[src/rtl/nibble_serial_addsub_ctrl.sv]
// nibble_serial_addsub_ctrl
// Wide unsigned add/subtract built from one 4-bit add/sub slice, one nibble
// per clock, LSB first. Subtract returns |A-B| plus a sign flag; the operands
// are swapped in LOAD so the slice always computes larger minus smaller.
//
// Handshake: start is a request pulse sampled only in IDLE (ignored, not
// queued, while busy). busy is high from LOAD through DONE. done is a
// one-cycle pulse in DONE, when out_s/out_cy/sign0 are valid. These outputs
// then hold until the LOAD of the next accepted request.

// 4-bit ripple add slice: {cout,sum} = a + b + cin.
module addsub4_slice (
  input  logic [3:0] a,
  input  logic [3:0] b,
  input  logic       cin,
  output logic [3:0] sum,
  output logic       cout
);

  logic [4:0] total;

  // Plain 5-bit addition; the caller pre-inverts b for subtract.
  always_comb begin
    total = {1'b0, a} + {1'b0, b} + {4'b0000, cin};
    sum   = total[3:0];
    cout  = total[4];
  end

endmodule

module nibble_serial_addsub_ctrl #(
  parameter int NIBBLES = 4
) (
  input  logic                   clk,
  input  logic                   rst,
  input  logic                   start,
  input  logic                   op,
  input  logic [4*NIBBLES-1:0]   in_a,
  input  logic [4*NIBBLES-1:0]   in_b,
  output logic                   busy,
  output logic                   done,
  output logic [4*NIBBLES-1:0]   out_s,
  output logic                   out_cy,
  output logic                   sign0
);

  localparam int W     = 4 * NIBBLES;
  localparam int IDX_W = (NIBBLES > 1) ? $clog2(NIBBLES) : 1;

  localparam logic [1:0] S_IDLE = 2'd0;
  localparam logic [1:0] S_LOAD = 2'd1;
  localparam logic [1:0] S_RUN  = 2'd2;
  localparam logic [1:0] S_DONE = 2'd3;

  localparam logic [IDX_W-1:0] IDX_LAST = IDX_W'(NIBBLES - 1);

  logic [1:0]       state_q,  state_d;
  logic [W-1:0]     opa_q,    opa_d;
  logic [W-1:0]     opb_q,    opb_d;
  logic             op_q,     op_d;
  logic             carry_q,  carry_d;
  logic [IDX_W-1:0] idx_q,    idx_d;
  logic [W-1:0]     out_s_q,  out_s_d;
  logic             out_cy_q, out_cy_d;
  logic             sign0_q,  sign0_d;

  // Slice wiring: current nibble of each operand, b inverted for subtract.
  logic [IDX_W+1:0] nib_shift;
  logic [3:0]       slice_a;
  logic [3:0]       slice_b;
  logic [3:0]       slice_sum;
  logic             slice_cout;

  // Select the nibble addressed by the index register.
  always_comb begin
    nib_shift = {idx_q, 2'b00};
    slice_a   = 4'(opa_q >> nib_shift);
    slice_b   = 4'(opb_q >> nib_shift) ^ {4{op_q}};
  end

  addsub4_slice u_slice (
    .a    (slice_a),
    .b    (slice_b),
    .cin  (carry_q),
    .sum  (slice_sum),
    .cout (slice_cout)
  );

  // Next-state and datapath updates for the IDLE/LOAD/RUN/DONE sequence.
  always_comb begin
    state_d  = state_q;
    opa_d    = opa_q;
    opb_d    = opb_q;
    op_d     = op_q;
    carry_d  = carry_q;
    idx_d    = idx_q;
    out_s_d  = out_s_q;
    out_cy_d = out_cy_q;
    sign0_d  = sign0_q;

    case (state_q)
      S_IDLE: begin
        if (start) begin
          // Capture raw operands; ordering is decided in LOAD.
          opa_d   = in_a;
          opb_d   = in_b;
          op_d    = op;
          state_d = S_LOAD;
        end
      end

      S_LOAD: begin
        if (op_q && (opa_q < opb_q)) begin
          // Negative difference: compute B-A and flag the sign.
          opa_d   = opb_q;
          opb_d   = opa_q;
          sign0_d = 1'b0;
        end else begin
          sign0_d = 1'b1;
        end
        // Carry-in of 1 supplies the +1 of the two's complement on subtract.
        carry_d  = op_q;
        idx_d    = '0;
        out_s_d  = '0;
        out_cy_d = 1'b0;
        state_d  = S_RUN;
      end

      S_RUN: begin
        out_s_d = (out_s_q & ~(W'(4'hF) << nib_shift))
                | (W'(slice_sum) << nib_shift);
        carry_d = slice_cout;
        idx_d   = idx_q + IDX_W'(1);
        if (idx_q == IDX_LAST) begin
          // The subtract end-carry is always 1 after the swap; drop it.
          out_cy_d = op_q ? 1'b0 : slice_cout;
          state_d  = S_DONE;
        end
      end

      S_DONE: begin
        state_d = S_IDLE;
      end

      default: begin
        state_d = S_IDLE;
      end
    endcase
  end

  // State and datapath registers with asynchronous abort on rst.
  always_ff @(posedge clk or posedge rst) begin
    if (rst) begin
      state_q  <= S_IDLE;
      opa_q    <= '0;
      opb_q    <= '0;
      op_q     <= 1'b0;
      carry_q  <= 1'b0;
      idx_q    <= '0;
      out_s_q  <= '0;
      out_cy_q <= 1'b0;
      sign0_q  <= 1'b1;
    end else begin
      state_q  <= state_d;
      opa_q    <= opa_d;
      opb_q    <= opb_d;
      op_q     <= op_d;
      carry_q  <= carry_d;
      idx_q    <= idx_d;
      out_s_q  <= out_s_d;
      out_cy_q <= out_cy_d;
      sign0_q  <= sign0_d;
    end
  end

  // Outputs decode directly from registers.
  always_comb begin
    busy   = (state_q != S_IDLE);
    done   = (state_q == S_DONE);
    out_s  = out_s_q;
    out_cy = out_cy_q;
    sign0  = sign0_q;
  end

endmodule

[config.mk]
export PLATFORM = sky130hd
export DESIGN_NAME = nibble_serial_addsub_ctrl
export DESIGN_NICKNAME = d
export VERILOG_FILES = /design/src/rtl/nibble_serial_addsub_ctrl.sv
export SDC_FILE = /design/constraint.sdc
export NUM_CORES = 1
export LEC_CHECK = 0
export BUFFER_PORTS_ARGS = -buffer_cell sky130_fd_sc_hd__buf_4
export CAP_MARGIN = 30
export CELL_PAD_IN_SITES_DETAIL_PLACEMENT = 1
export CELL_PAD_IN_SITES_GLOBAL_PLACEMENT = 1
export CORE_ASPECT_RATIO = 1.75
export CORE_MARGIN = 4
export CORE_UTILIZATION = 40
export CTS_CLUSTER_SIZE = 30
export DETAILED_ROUTE_END_ITERATION = 7
export GPL_TIMING_DRIVEN = 0
export PLACE_DENSITY = 0.73
export SKIP_CTS_REPAIR_TIMING = 1
export SYNTH_ARGS = -nofsm -noshare
export SYNTH_HDL_FRONTEND = slang
export SYNTH_HIERARCHICAL = 1
export SYNTH_SLANG_ARGS = --single-unit
[constraint.sdc]
create_clock -name clk -period 2.6 [get_ports clk]
set_input_delay 0.65 -clock clk [delete_from_list [all_inputs] [get_ports clk]]
set_output_delay 0.65 -clock clk [all_outputs]
set_load 0.1 [all_outputs]
* After elaboration in Yosys (flattened, before gate mapping)
Cells that the tools add are included. W data, S select, Z words.
Word-level totals: register bits after elaboration 56, input port bits 36, output and inout port bits 20, logic and storage cells 53
Operators by class: $add $sub $neg 3, magnitude comparators 1, equality and inequality tests 7, shifts and indexed selects 4, multiplexer cells 16, bitwise logic cells 4, reductions and logical operators 9
Operators by type and width (number):
- $pmux W16 S2 | 3
- $mux W16 | 4
- $shr A16 B4 Y4 | 2
- $and A16 B16 Y16 | 1
- $lt A16 B16 Y1 | 1
- $not A16 Y16 | 1
- $or A16 B16 Y16 | 1
- $shl A4 B4 Y16 | 1
- $shl A4 B4 Y16 const A | 1
- $pmux W2 S4 | 1
- $eq A2 B2 Y1 const B | 3
- $ne A2 B2 Y1 const B | 3
- $reduce_and A2 Y1 | 3
- $reduce_bool A2 Y1 | 3
- $add A4 B4 Y5 | 1
- $add A5 B1 Y5 | 1
- $mux W2 | 2
- $pmux W1 S2 | 2
- $pmux W2 S2 | 1
- $xor A4 B4 Y4 | 1
- $mux W1 | 3
- $reduce_and A3 Y1 | 1
- $add A2 B1 Y2 const B | 1
- $eq A2 B1 Y1 const B | 1
- 2 further kinds | 2

* Logic depth before layout (Yosys ltp)
depth in word-level cells 7, depth in mapped cells 11, gate-level depth less buffers 10

* Modules after synthesis
The synthesis kept the hierarchy.
Modules (own cells, without submodules):
- nibble_serial_addsub_ctrl | instances 1, cells each 366, area each 3648.5 µm², seq. area each 1402.6 µm²
- addsub4_slice | instances 1, cells each 16, area each 143.9 µm², seq. area each 0.0 µm²

* Worst setup path before layout
No wires, ideal clock.
path type register to register, start register idx_q[0], end register carry_q, library setup time 0.134 ns, arrival time 2.624 ns, required time 2.466 ns, slack -0.158 ns, cell stages (with the launch flop) 12, path buffers 1, clock period less this slack 2.758 ns, cell sequence dfrtp_1 clkbuf_1 mux4_2 xor2_1 fa_1 inv_1 fa_1 nor2b_1 o21ai_0 nand2b_1 mux2i_1 a21oi_1
Between the ends: longest elaborated chain between the ends 5, elaborated cells on any way between the ends 6, those cells by class add/sub: 2; shift: 2; mux: 1; bitwise: 1
RTL lines:
- start, declared | line 62 | logic [IDX_W-1:0] idx_q, idx_d;
- start signal, assigned | line 169 | idx_q <= idx_d;
- $shr A16 B4 Y4 | line 78 | slice_b = 4'(opb_q >> nib_shift) ^ {4{op_q}};
- $xor A4 B4 Y4 | line 78
- named net slice_b[0] | line 70 | logic [3:0] slice_b;
- $add A4 B4 Y5 | line 24 | total = {1'b0, a} + {1'b0, b} + {4'b0000, cin};
- $add A5 B1 Y5 | line 24
- named net slice_cout | line 72 | logic slice_cout;
- $pmux W1 S2 | line 101 | case (state_q)
- end signal, assigned | line 168 | carry_q <= carry_d;
- end, declared | line 61 | logic carry_q, carry_d;
The timed path passes the listed nets, and every way through them passes these cells. A chain may end at the register's enable or synchronous reset.

* Worst setup path after layout
Ends and elaborated chain as after synthesis.

==> results.cfg <==
[worst_setup_path]
worst_ep_arrival_time_ns = 2.93
worstSetupPathType = flop to flop
rrSetupSlack_ns = -0.16
logic_depth_of_the_worst_register_to_register_path = 11
worst_setup_path_start_kind = flop
rr_endpoint = carry_q
crit_path_start = idx_q[0]
r2r-start = idx_q[0]
crit_path_max_fanout = 3
endpoint_kind = flop
crit_end = carry_q
critical_path_required_ns = 2.77

[sta]
worst_hold_slack_ns = 0.426
finClkSkew_ns = 0.0126
maxClockFrequency_ghz = 0.363
worst_pin_slew_ns = 0.728
setup_slack_ns = -0.156
fin_crit_sh = 1.06
timing_hold_violations_final = 0
maxSlewViolCount = 0
min_period_ns = 2.76
maxSlewHeadroom = 0.515
rsz0062_at_grt = yes
final_setup_violation_count = 2

[synth]
yosys-top-cells-count = nor2_1, dfrtp_1, nor4_1, ha_1, inv_1
yosys.area.top_type_share = 0.363
synth-async-reset-ratio = 1.00
syn-cell-area_um2 = 3790
most_frequent_cell_after_synthesis = nor2_1
ys_dominant_reg_cell = dfrtp_1
synth_fp_nets = 447
postSynthRegisterBits = 56
largest_area_contributor_in_the_netlist = dfrtp_1
synth.yosys.seq_area_share = 0.370
yosysWarnings = 6
postSynthAreaPerCell_um2 = 9.93
synthesis.instances = 382
synth_top_cells_by_area = dfrtp_1, ha_1, nor2_1
ys_types = 41
synth_enable_flop_cells = 0

[clock_tree]
clock_tree.root_cell = clkbuf_16
cts_num_sinks = 56
ctsHtreeMaxLevel = 2
numCtsBuffers = 5
ctsLongestPathBuffers = 2
post_cts_clock_slew_at_the_launch_and_capture_registers_of_the_worst_setup_and_hold_paths_ns = 0.07
cts_tree = yes
clk_latency_worst_skew_pair_ns = 0.31

[power_and_ir_drop]
irDropWorstVdd_mv = 0.711
comb_power_share = 0.681
seqPwrFrac = 0.208
power.leakage_uw = 0.00203
netSwitchingFraction = 0.515
pwr_density_cell_nw_per_um2 = 1550
p_sw_uw = 3790
p_int_uw = 3580
clock_share_of_power = 0.111

[cells_and_area]
antenna_cells_inserted = 0
stdcell_count = 578
final_cell_area_um2 = 4760
post_route_cells_drive_above_1_share = 0.334
fill_cells = 1015
num-nets-final = 522
final_core_util = 0.520
areaGrowthSynthToFinish_pct = 25.5

[floorplan]
io_pins = 56
die_height_um = 137
design.die.area_um2 = 11200
core.rowCount = 46
design.core.area_um2 = 9150
starting_density = 0.414
die_w_um = 81.6

[detailed_routing]
final_routed_wirelength_mm = 12.2
ant_nets = 0
route.vias.total = 3339
dr.first_iter.drc_count = 108
via_density_per_instance = 5.78
drt-pass1-iter-count = 4
drcViolationCount = 0
post_drt_wl_per_cell_um = 21.1

[status]
outcome = finished, violations left
failed_checks = setup timing

[place]
placed_cells = 558
gp_congestion = 0.916
port-buffer-count = 55
hpwl_dp_mm = 9.49
placement.cell_area_um2 = 4380

[global_route]
grt_pass1_wl_mm = 18.3
track_usage = 0.220
antenna_violations_before_repair = 0
pin_count_of_the_biggest_net_entering_global_routing = 30
overflow = 0
via_count_of_the_first_global_routing_pass = 3593

[run]
timing.max_cap.violations = 0

[worst_hold_path]
timing.hold.worst.class = input port to async pin
## stage by stage
stage	power (µW)	setup TNS (ns)	setup WS, ns
2_1_floorplan	4760	0	0.0467
3_3_place_gp	5880	-15.32	-0.463
3_5_place_dp	6070	-6.38	-0.474
4_1_cts	6910	-7.03	-0.488
5_1_grt	7780	-0.619	-0.242
6_report	7370	-0.253	-0.156
## cells by family after synthesis
| logic type | after synthesis | synth area share |
|---|---|---|
| buffers and inverters | 58 | 0.0640 |
| xor gates and xnor gates | 6 | 0.0139 |
| adders and majority gates | 29 | 0.0996 |
| and+or+nand+nor | 148 | 0.203 |
| AOI/OAI and AO/OA | 75 | 0.197 |
| DFF | 56 | 0.370 |
| muxes | 10 | 0.0531 |
## layout by cell type, fill, tap and decap left out, drive strengths merged
cell / instances
o21ai: 10
nor4: 32
inv: 27
nand2b: 4
dfstp: 1
nand3b: 17
a2bb2oi: 1
mux2: 1
a2111oi: 2
a22o: 16
bufinv: 1
mux4: 8
o21a: 1
dfrtp: 55
a21oi: 7
and4: 2
fa: 2
o211ai: 1
mux2i: 1
a21o: 2
a311oi: 15
a211oi: 17
clkinv: 1
xor2: 4
nor2: 58
clkbuf: 30
or2: 1
nand2: 9
o32a: 2
o31ai: 1
or4: 1
xnor2: 2
ha: 27
nand4: 1
nor2b: 4
nand3: 19
buf: 75
## worst min-delay path by stage
| stage | start | to | slack (ns) | cells after the start |
|---|---|---|---|---|
| 2_1_floorplan | carry_q | carry_q | 0.51 | 2 |
| 3_5_place_dp | out_cy | out_cy | 0.49 | 2 |
| 3_3_place_gp | out_cy | out_cy | 0.48 | 2 |
| 6_report | rst | out_s[2] | 0.43 | 2 |
| 4_1_cts | rst | opa_q[5] | 0.45 | 2 |
| 5_1_grt | rst | out_s[3] | 0.48 | 2 |
## metal layers
metal / track usage / wire [µm] / vias up
li1: - / - / 1551
met1: 0.218 / 4290 / 1680
met2: 0.418 / 6900 / 80
met3: 0.0257 / 418 / 28
met4: 0.136 / 600 / 0
met5: 0 / 0 / -
## cell type report
cell class | count | area, µm² | share of cell area
clock buffer | 6 | 139 | 0.0292
inverter | 27 | 101 | 0.0213
sequential | 56 | 1410 | 0.296
multi-input combinational | 268 | 2230 | 0.468
buffer | 31 | 171 | 0.0360
clock inverter | 2 | 38.8 | 0.00815
tap | 120 | 150 | 0.0315
timing repair buffer | 68 | 523 | 0.110
## registers in the layout, summed over array words and instances, names as in the netlist
signal   count
opa_q       16
opb_q       16
out_s       16
idx_q        2
state_q      2
carry_q      1
op_q         1
out_cy       1
sign0        1
## critical path: stages (launching register included)
cell      delay [ns]
dfrtp_2         0.44
buf_12          0.12
mux4_2          0.52
xor2_2          0.17
fa_2            0.41
inv_2           0.07
fa_2            0.23
nor2b_1         0.06
o21ai_1         0.22
nand2b_1        0.16
mux2i_1         0.15
a21oi_1         0.08
## power groups by stage
stage / registers [µW] / logic, µW / clock network, µW
after floorplan: 1750 / 3010 / 0
after global placement: 1510 / 4370 / 0
after detailed placement: 1530 / 4540 / 0
after CTS: 1520 / 4560 / 832
after global routing: 1570 / 5350 / 860
final: 1530 / 5020 / 816
Note: power is estimated with default switching activity, not from simulation.
